### config.mk
export PLATFORM = sky130hd
export DESIGN_NAME = pc_gen
export DESIGN_NICKNAME = d
export VERILOG_FILES = /design/src/rtl/pc_gen_pkg.sv /design/src/rtl/pc_fault_check.sv /design/src/rtl/pc_gen.sv
export SDC_FILE = /design/constraint.sdc
export NUM_CORES = 1
export LEC_CHECK = 0
export CORE_AREA = 3 3 129 131
export CTS_CLUSTER_SIZE = 40
export DETAILED_ROUTE_END_ITERATION = 8
export DIE_AREA = 0 0 132 134
export PLACE_DENSITY = 0.52
export SLEW_MARGIN = 20
export SYNTH_ARGS = -nofsm -noshare
export SYNTH_HDL_FRONTEND = slang
export SYNTH_HIERARCHICAL = 1
export SYNTH_SLANG_ARGS = --single-unit
### constraint.sdc
create_clock -name clk -period 2.9 [get_ports clk]
set_clock_uncertainty 0.2 [all_clocks]
set_input_delay 0.87 -clock clk [delete_from_list [all_inputs] [get_ports clk]]
set_output_delay 0.87 -clock clk [all_outputs]
set_load 0.005 [all_outputs]
### src/rtl/pc_gen_pkg.sv
// pc_gen_pkg: shared definitions for the fetch-stage PC generator.
//   - Exception codes raised by the fetch address check.
//   - Default reset / handler vectors and the legal fetch window.
//   - Exception-level state encoding (RUN / HANDLER).
package pc_gen_pkg;

  localparam logic [4:0] EXC_NONE = 5'd0;
  localparam logic [4:0] EXC_ADEL = 5'd4;

  localparam logic [31:0] DEF_RESET_VEC   = 32'h0000_3000;
  localparam logic [31:0] DEF_HANDLER_VEC = 32'h0000_4180;
  localparam logic [31:0] DEF_ADDR_LO     = 32'h0000_3000;
  localparam logic [31:0] DEF_ADDR_HI     = 32'h0000_4FFC;

  // The state value doubles as the exl flag.
  typedef enum logic {
    RUN     = 1'b0,
    HANDLER = 1'b1
  } exc_state_e;

endpackage

### src/rtl/pc_fault_check.sv
// pc_fault_check: combinational legality check of the current fetch PC.
//   pc       in  WIDTH : current PC register value
//   fault    out 1     : PC is misaligned (or out of range when enabled)
//   exc_code out 5     : EXC_ADEL when fault, else EXC_NONE
// Optional feature macro PC_BOUND_CHECK_EN: when defined, PCs outside
// [ADDR_LO, ADDR_HI] (unsigned) also fault; when undefined only alignment
// is checked and no comparators are built.
module pc_fault_check
  import pc_gen_pkg::*;
#(
  parameter int              WIDTH      = 32,
  parameter int              ALIGN_BITS = 2,
  parameter logic [WIDTH-1:0] ADDR_LO   = WIDTH'(DEF_ADDR_LO),
  parameter logic [WIDTH-1:0] ADDR_HI   = WIDTH'(DEF_ADDR_HI)
) (
  input  logic [WIDTH-1:0] pc,
  output logic             fault,
  output logic [4:0]       exc_code
);

  logic misaligned;
  logic out_of_range;

  assign misaligned = (pc[ALIGN_BITS-1:0] != '0);

`ifdef PC_BOUND_CHECK_EN
  assign out_of_range = (pc < ADDR_LO) || (pc > ADDR_HI);
`else
  // Upper PC bits and the window bounds only matter to the range check.
  logic unused_range;
  assign unused_range = ^{pc[WIDTH-1:ALIGN_BITS], ADDR_LO, ADDR_HI};
  assign out_of_range = 1'b0;
`endif

  assign fault    = misaligned | out_of_range;
  assign exc_code = fault ? EXC_ADEL : EXC_NONE;

endmodule

### src/rtl/pc_gen.sv
// pc_gen: fetch-stage program counter generator.
// Owns the PC register, EPC and the exception-level flag, and reports
// whether the current PC is a legal fetch address.
//   clk            in  1     : rising-edge clock
//   reset          in  1     : asynchronous active-low reset
//   stall          in  1     : hold PC (sequential / redirect updates only)
//   redirect       in  1     : branch/jump taken
//   redirect_pc    in  WIDTH : branch/jump target
//   exc_req        in  1     : exception taken by a later stage
//   exc_pc         in  WIDTH : victim PC to save in EPC
//   eret           in  1     : return from exception
//   pc             out WIDTH : current fetch PC
//   pc_offset      out 16    : pc[15:0] - ADDR_LO[15:0] (imem index)
//   fetch_fault    out 1     : current PC is illegal
//   fetch_exc_code out 5     : EXC_ADEL on fault, else 0
//   epc            out WIDTH : saved return address
//   exl            out 1     : exception level (1 = in handler)
// Optional feature macro PC_BOUND_CHECK_EN enables the address range check
// inside pc_fault_check. WIDTH must be at least 16.
module pc_gen
  import pc_gen_pkg::*;
#(
  parameter int               WIDTH       = 32,
  parameter logic [WIDTH-1:0] RESET_VEC   = WIDTH'(DEF_RESET_VEC),
  parameter logic [WIDTH-1:0] HANDLER_VEC = WIDTH'(DEF_HANDLER_VEC),
  parameter logic [WIDTH-1:0] ADDR_LO     = WIDTH'(DEF_ADDR_LO),
  parameter logic [WIDTH-1:0] ADDR_HI     = WIDTH'(DEF_ADDR_HI),
  parameter int               ALIGN_BITS  = 2
) (
  input  logic             clk,
  input  logic             reset,
  input  logic             stall,
  input  logic             redirect,
  input  logic [WIDTH-1:0] redirect_pc,
  input  logic             exc_req,
  input  logic [WIDTH-1:0] exc_pc,
  input  logic             eret,
  output logic [WIDTH-1:0] pc,
  output logic [15:0]      pc_offset,
  output logic             fetch_fault,
  output logic [4:0]       fetch_exc_code,
  output logic [WIDTH-1:0] epc,
  output logic             exl
);

  localparam logic [WIDTH-1:0] STEP = WIDTH'(1) << ALIGN_BITS;

  exc_state_e state;

  // Exception entry beats eret, and both beat stall; an eret outside the
  // handler is ignored and falls through to the normal update rules.
  always_ff @(posedge clk or negedge reset) begin
    if (!reset) begin
      pc    <= RESET_VEC;
      epc   <= '0;
      state <= RUN;
    end else if (exc_req) begin
      pc <= HANDLER_VEC;
      // Nested exceptions keep the original return address.
      if (state == RUN) begin
        epc   <= exc_pc;
        state <= HANDLER;
      end
    end else if (eret && (state == HANDLER)) begin
      pc    <= epc;
      state <= RUN;
    end else if (stall) begin
      pc <= pc;
    end else if (redirect) begin
      pc <= redirect_pc;
    end else begin
      pc <= pc + STEP;
    end
  end

  assign exl       = (state == HANDLER);
  assign pc_offset = pc[15:0] - ADDR_LO[15:0];

  pc_fault_check #(
    .WIDTH      (WIDTH),
    .ALIGN_BITS (ALIGN_BITS),
    .ADDR_LO    (ADDR_LO),
    .ADDR_HI    (ADDR_HI)
  ) u_fault_check (
    .pc       (pc),
    .fault    (fetch_fault),
    .exc_code (fetch_exc_code)
  );

endmodule

# Yosys cells after proc, flatten, opt, wreduce, memory -nomap -nowiden
# Index checks and enable logic that the tools add are counted.
# totals
output_inout_bits,87
wordCells,18
register_bits,65
# classes
n_eq_ne,1
add_sub_neg,2
n_bitwise,1
n_mux,7
n_reduce_logical,4
# op_table
op,count
$mux W32,4
$add A32 B3 Y32 const B,1
$sub A16 B14 Y16 const B,1
$reduce_bool A2 Y1,2
$mux W3,1
$ne A3 B1 Y1 const B,1
$mux W1,2
$reduce_and A2 Y1,1
$logic_and A1 B1 Y1,1
$not A1 Y1,1

# Logic depth before layout (Yosys ltp)
# Gate-level depths: netlist (run 1).
# depth
depth_word,5
depth_mapped,7

# By module
# The synthesis (run 1) kept the hierarchy.
# by_module_without_submodules
mod,n_inst,area_each_um2,seq_area_each_um2,cells_per_inst
pc_gen,1,3857.4,1629.1,395
pc_fault_check,1,47.5,0.0,7

# Worst setup path before layout (run 1)
# Ideal clock, no wire load.
# synth_timing
kind,input to register
startpoint,in exc_req
endpoint,reg epc[0]
arrival_ns,2.137
stages,5
path_slack_ns,0.438
path_cell_list,clkbuf_1 inv_1 nor2_1 clkbuf_1 mux2_2
# synth_between
elab_chain_cells,1
# synth_lines
item,line,source
start: declaration,pc_gen.sv:35,"input logic exc_req,"
$reduce_and A2 Y1 (no source line),n/a,
end signal: assignment,pc_gen.sv:61,epc <= exc_pc;
end: declaration,pc_gen.sv:42,"output logic [WIDTH-1:0] epc,"
# No other way between the ends.
# A chain may end at the register's enable or synchronous reset.

# Worst setup path after layout (run 1)
# layout_timing
startpoint,reg pc[12]
endpoint,out pc_offset[14]
# layout_between
elab_chain_cells,1
# layout_lines
item,line,source
start: declaration,pc_gen.sv:38,"output logic [WIDTH-1:0] pc,"
start signal: assignment,pc_gen.sv:65,pc <= epc;
start signal: assignment,pc_gen.sv:68,pc <= pc;
start signal: assignment,pc_gen.sv:70,pc <= redirect_pc;
$sub A16 B14 Y16,pc_gen.sv:77,assign pc_offset = pc[15:0] - ADDR_LO[15:0];
end: declaration,pc_gen.sv:39,"output logic [15:0] pc_offset,"
# No other way between the ends.

==> reports/results.ini, run 1 <==
[cells_and_area]
nets=629
area_growth_pct=54.8
postLayoutCoreUtil=0.385
nFillCells=1593
antenna_cells=0
drive_gt1_frac=0.173

[die]
start_util=0.249
die-area_um2=17700
die_h_um=134
core_area_um2=15700
die_w_um=132
rows=46
boundaryPins=157

[power_and_ir_drop]
p_leak_nw=2.43
p_per_area_nw_per_um2=522
ir_drop_v=0.000270

[drt]
drt_iter0_markers=258
vias=3781
drt.antenna.violating_nets=0
firstDrtPassIters=4
wl_per_cell_um=18.8
drt-total-wl_um=14600
drc=0
via_per_inst=4.86

[synth]
ys.flop_type=dfrtp_1
synthesis.area_um2=3900
syn_avg_cell_area_um2=9.71
ys_ff_latch=65
synth-edff-count=0
synthArstFlopShare=1.00
syn_inst=402
yosysWarnings=6
ys_types=60
yosysSeqAreaShare=0.417

[timing]
timing.final.max_slew_violations=0
rsz0062_at_grt=false
tightestPinTransition_ns=0.783
hold_viol=0
fmax_mhz=356
layout_min_cycle_time_ns=2.81
tns_ns=0
timing.hold.ws_ns=0.296
setup_violations=0
fin_crit_sh=0.970
maxSlewHeadroom=0.474

[grt]
grt_pass1_wl_um=23100
grt_pass1_vias=3894
grt_overflow_total=0
antenna_found_initial=0
grt_use_total=0.167
grt_start_max_net_pins=34

[worst_hold_path]
min_path_type=in -> async

[worst_setup_path]
start_kind=flip-flop
critPathRequiredTime_ns=1.83
reg2reg_slack_ns=0.37
critPathKind=reg -> out
endpoint_kind=primary output
path_max_fanout=3
r2r_cells=6
critPathArrivalTime_ns=1.74

[run_status]
status=finished clean

[clock_network]
htree_levels=3
cts.reportedPaths.clkPinSlew_ns=0.06
cts.sinks=65
numCtsBuffers=9
ctsHoldBuffers=0
cts_tree=built
cts_buffer_depth=2
post_cts_buffers=0
clockRootBuffer=clkbuf_16
ctsResizeCount=0
clk_latency_ns=0.34

[placement]
dp_hpwl_um=11200
place_congestion=0.852
numPortBuffers=152

[run]
drv_cap=0

[per-stage QoR]
stage | std cells | setup WS (ns) | cell area (µm²) | power [mW]
CTS | 778 | 0.0125 | 6040 | 3.20
floorplan | 405 | 0.438 | 3920 | 1.51
detailed placement | 762 | 0.0946 | 5750 | 2.09
global placement | 762 | 0.148 | 5750 | 2.08
global route | 778 | 0.0213 | 6040 | 3.33
finish | 778 | 0.0883 | 6040 | 3.16
[registers in the layout, summed over array words and instances (netlist names)]
register,flops
epc,32
pc,32
exl,1
[synth_stat cells, drive strengths merged (9+ instances only)]
cell type | number | area share
nand3 | 14 | 0.024
nand4 | 12 | 0.021
o211ai | 13 | 0.025
a211oi | 9 | 0.017
buf | 22 | 0.038
clkbuf | 24 | 0.023
nor2 | 27 | 0.026
mux2 | 32 | 0.092
o21ai | 29 | 0.037
nand2 | 24 | 0.023
a21oi | 20 | 0.026
dfrtp | 63 | 0.40
[report_power, final]
part | internal, mW | total [mW] | switching [mW] | leakage, nW
clock | 0.687 | 1.09 | 0.406 | 0.144
combinational | 0.543 | 0.860 | 0.317 | 1.49
sequential | 1.04 | 1.20 | 0.161 | 0.793
total | 2.27 | 3.16 | 0.884 | 2.43
[path summary, 6_finish.rpt]
path | start | end
worst max register to register | pc[3] | pc[28]
worst min-delay path | reset | pc[19]
worst min register to register | epc[31] | epc[31]
worst max-delay path | pc[12] | pc_offset[14]
max in group asynchronous | reset | epc[0]
min in group clk | epc[31] | epc[31]
[layout make-up]
cell class | count | area [µm²] | area share
Multi-Input combinational cell | 286 | 2030 | 0.336
Timing Repair Buffer | 187 | 1800 | 0.297
Sequential cell | 65 | 1630 | 0.270
Tap cell | 216 | 270 | 0.0447
Clock buffer | 13 | 250 | 0.0414
Clock inverter | 3 | 40.0 | 0.00662
Inverter | 8 | 30.0 | 0.00497
[layer usage]
layer,up-vias,global-route usage,share of wire
met5,-,0,0
met4,0,0.0548,0.0066
met3,6,0.0398,0.068
met2,142,0.266,0.48
met1,1819,0.225,0.45
li1,1814,-,-
[logic make-up after synthesis]
family / count (synthesis) / share of synthesized area
adders and majority gates: 2 / 0.00641
muxes: 40 / 0.113
DFF: 65 / 0.417
xor gates and xnor gates: 6 / 0.0135
other: 1 / 0.000960
and+or+nand+nor: 111 / 0.160
AOI/OAI and AO/OA: 123 / 0.221
buffers and inverters: 54 / 0.0689
[critical path, stage by stage (launching register included)]
cell and delay (ns):
dfstp_2 0.53, ha_2 0.22, xnor2_1 0.13, clkdlybuf4s50_1 0.52
[layout by cell type (no fill, tap or decap), types with 3 or more instances in the layout]
| cell type | n |
|---|---|
| buf_4 | 35 |
| nor2_1 | 26 |
| dfrtp_1 | 63 |
| a21o_1 | 4 |
| o21ai_0 | 27 |
| nand3_1 | 11 |
| a21oi_1 | 20 |
| o211ai_1 | 13 |
| clkdlybuf4s50_1 | 150 |
| clkbuf_16 | 9 |
| clkbuf_1 | 3 |
| inv_1 | 8 |
| o31a_1 | 4 |
| conb_1 | 4 |
| o21a_1 | 6 |
| and3_1 | 4 |
| nor4_1 | 6 |
| mux2_2 | 32 |
| and4_1 | 7 |
| o22ai_1 | 3 |
| a22o_1 | 4 |
| nor3_1 | 6 |
| and2_1 | 3 |
| nand4_1 | 11 |
| mux2i_1 | 8 |
| xor2_1 | 5 |
| a221oi_1 | 7 |
| a211oi_1 | 9 |
| nand2_1 | 24 |
| o211a_1 | 5 |
Note: power is estimated with default switching activity, not from simulation.
==> run 2: changes to the inputs <==
PLACE_DENSITY = 0.54   (was 0.52)
clock period = 2.55 ns   (was 2.9 ns; I/O delays follow)
==> reports/results.ini, run 2 (synthesis results as in run 1) <==
[power_and_ir_drop]
ir_drop_v=0.000293  ; +8.3%
seqPwrFrac=0.386  ; +0.005
p_clk_frac=0.321  ; -0.026
p_comb_frac=0.293  ; +0.020
p_int_mw=2.51  ; +10%
total_power_mw=3.51  ; +11%
p_per_area_nw_per_um2=570  ; +9.2%
netSwitchingFraction=0.284  ; +0.00426
power_switching_uw=997  ; +13%
p_leak_nw=2.47  ; +1.9%

[grt]
antenna_found_initial=0  ; unchanged
grt_use_total=0.167  ; -0.000386
grt_pass1_vias=3986  ; +2.4%
grt_pass1_wl_um=23100  ; about the same
grt_start_max_net_pins=34  ; unchanged
grt_overflow_total=0  ; unchanged

[die]
die_h_um=134  ; unchanged
boundaryPins=157  ; unchanged
start_util=0.249  ; unchanged
core_area_um2=15700  ; unchanged
die-area_um2=17700  ; unchanged
rows=46  ; unchanged
die_w_um=132  ; unchanged

[cells_and_area]
area_growth_pct=57.5
nFillCells=1549  ; -2.8%
register_area_um2=1630  ; unchanged
final_cell_mix=clkdlybuf4s50_1 (148), dfrtp_1 (63), buf_4 (36)
drive_gt1_frac=0.181  ; +0.00810
nets=637  ; +1.3%
multi_input_comb_area_um2=2030  ; unchanged
antenna_cells=0  ; unchanged
post-route-cell-area_um2=6150  ; +1.7%
layout_commonest_cell=clkdlybuf4s50_1

[worst_setup_path]
critPathKind=reg -> out
endpoint_kind=primary output
start_kind=flip-flop
path_max_fanout=7  ; +4
critPathRequiredTime_ns=1.59  ; -0.24 ns
critPathArrivalTime_ns=1.53  ; -0.21 ns

[placement]
post_dp_cell_area_um2=5880  ; +2.2%
dp_hpwl_um=11000  ; -1.4%
numPortBuffers=152  ; unchanged
place_congestion=0.872  ; +2.3%

[clock_network]
clockRootBuffer=clkbuf_16
htree_levels=3  ; unchanged
cts.reportedPaths.clkPinSlew_ns=0.05  ; about the same
ctsHoldBuffers=0  ; unchanged
cts.sinks=65  ; unchanged
cts_tree=built
clk_latency_ns=0.34  ; about the same
cts_buffer_depth=2  ; unchanged
numCtsBuffers=9  ; unchanged

[drt]
drt_iter0_markers=173  ; -33%
vias=3800  ; +0.50%
wl_per_cell_um=18.6  ; -1.2%
drc=0  ; unchanged
firstDrtPassIters=4  ; unchanged
drt-total-wl_um=14600  ; -0.14%
drt.antenna.violating_nets=0  ; unchanged
via_per_inst=4.83  ; -0.52%

[timing]
layout_min_cycle_time_ns=2.49
hold_viol=0  ; unchanged
timing.final.max_slew_violations=0  ; unchanged
fmax_mhz=401
fin_crit_sh=0.977
setup_violations=0  ; unchanged
rsz0062_at_grt=false
tns_ns=0  ; unchanged

[run]
drv_cap=0  ; unchanged

[worst_hold_path]
min_path_type=in -> async

[run_status]
status=finished clean

-- run 2: worst paths after layout --
kind | slack (ns) | startpoint | to | cells after the start
worst max-delay path | 0.06 | pc[12] | pc_offset[12] | 3
worst min-delay path | 0.19 | reset | epc[18] | 1
worst max register to register | 0.22 | pc[2] | pc[28] | 6
worst min register to register | 0.33 | epc[8] | epc[8] | 1
max in group asynchronous | 1.34 | reset | pc[12] | 2
min in group clk | 0.33 | epc[8] | epc[8] | 1
-- run 2: power groups by stage --
| stage | sequential, mW | clock [mW] | combinational, mW |
|---|---|---|---|
| after floorplan | 1.35 | 0 | 0.372 |
| after global placement | 1.37 | 0 | 1.03 |
| after detailed placement | 1.37 | 0 | 1.04 |
| after CTS | 1.36 | 1.16 | 1.04 |
| after global routing | 1.38 | 1.21 | 1.11 |
| final | 1.35 | 1.13 | 1.03 |
-- run 2: stage by stage --
stage / cells / hold WS, ns / utilization / worst slack [ns]
finish: 786 / 0.193 / 0.391 / 0.0593
global route: 786 / 0.227 / 0.391 / 0.0220
CTS: 785 / 0.211 / 0.391 / 0.0103
detailed placement: 769 / 0.330 / 0.374 / -0.0671
global placement: 769 / 0.326 / 0.374 / 0.00111
floorplan: 405 / 0.269 / - / 0.193
-- run 2: area by class of cell --
type                    count  share of cell area
flip-flops and latches     65               0.265
clock inverters             1            0.000814
clock buffers              15              0.0419
well taps                 216              0.0439
repair buffers            195               0.314
multi-input cells         286               0.330
inverters                   8             0.00488
-- run 2: timing repair --
| item | CTS | global route |
|---|---|---|
| endpoints found under the setup margin | 3 | 2 |
| gates resized for setup | 4 | 1 |
| setup buffers | 0 | 1 |
| pin swaps | 0 | 1 |
-- run 2: critical path: stages, from the launching register on --
cell and delay, ns:
dfstp_2 0.55, buf_6 0.13, inv_1 0.06, clkdlybuf4s50_1 0.45
-- run 2: routing by layer --
layer	up-vias	wire length, µm	GRT usage
met5	-	0	0
met4	0	191	0.0467
met3	16	799	0.0450
met2	112	6830	0.268
met1	1846	6760	0.222
li1	1826	-	-
==> run 3: changes to the inputs <==
GPL_TIMING_DRIVEN = 1   (was default)
SLEW_MARGIN = default   (was 20)
==> results of run 3 <==
The final DEF is identical to that of run 2; final timing and power are the same.
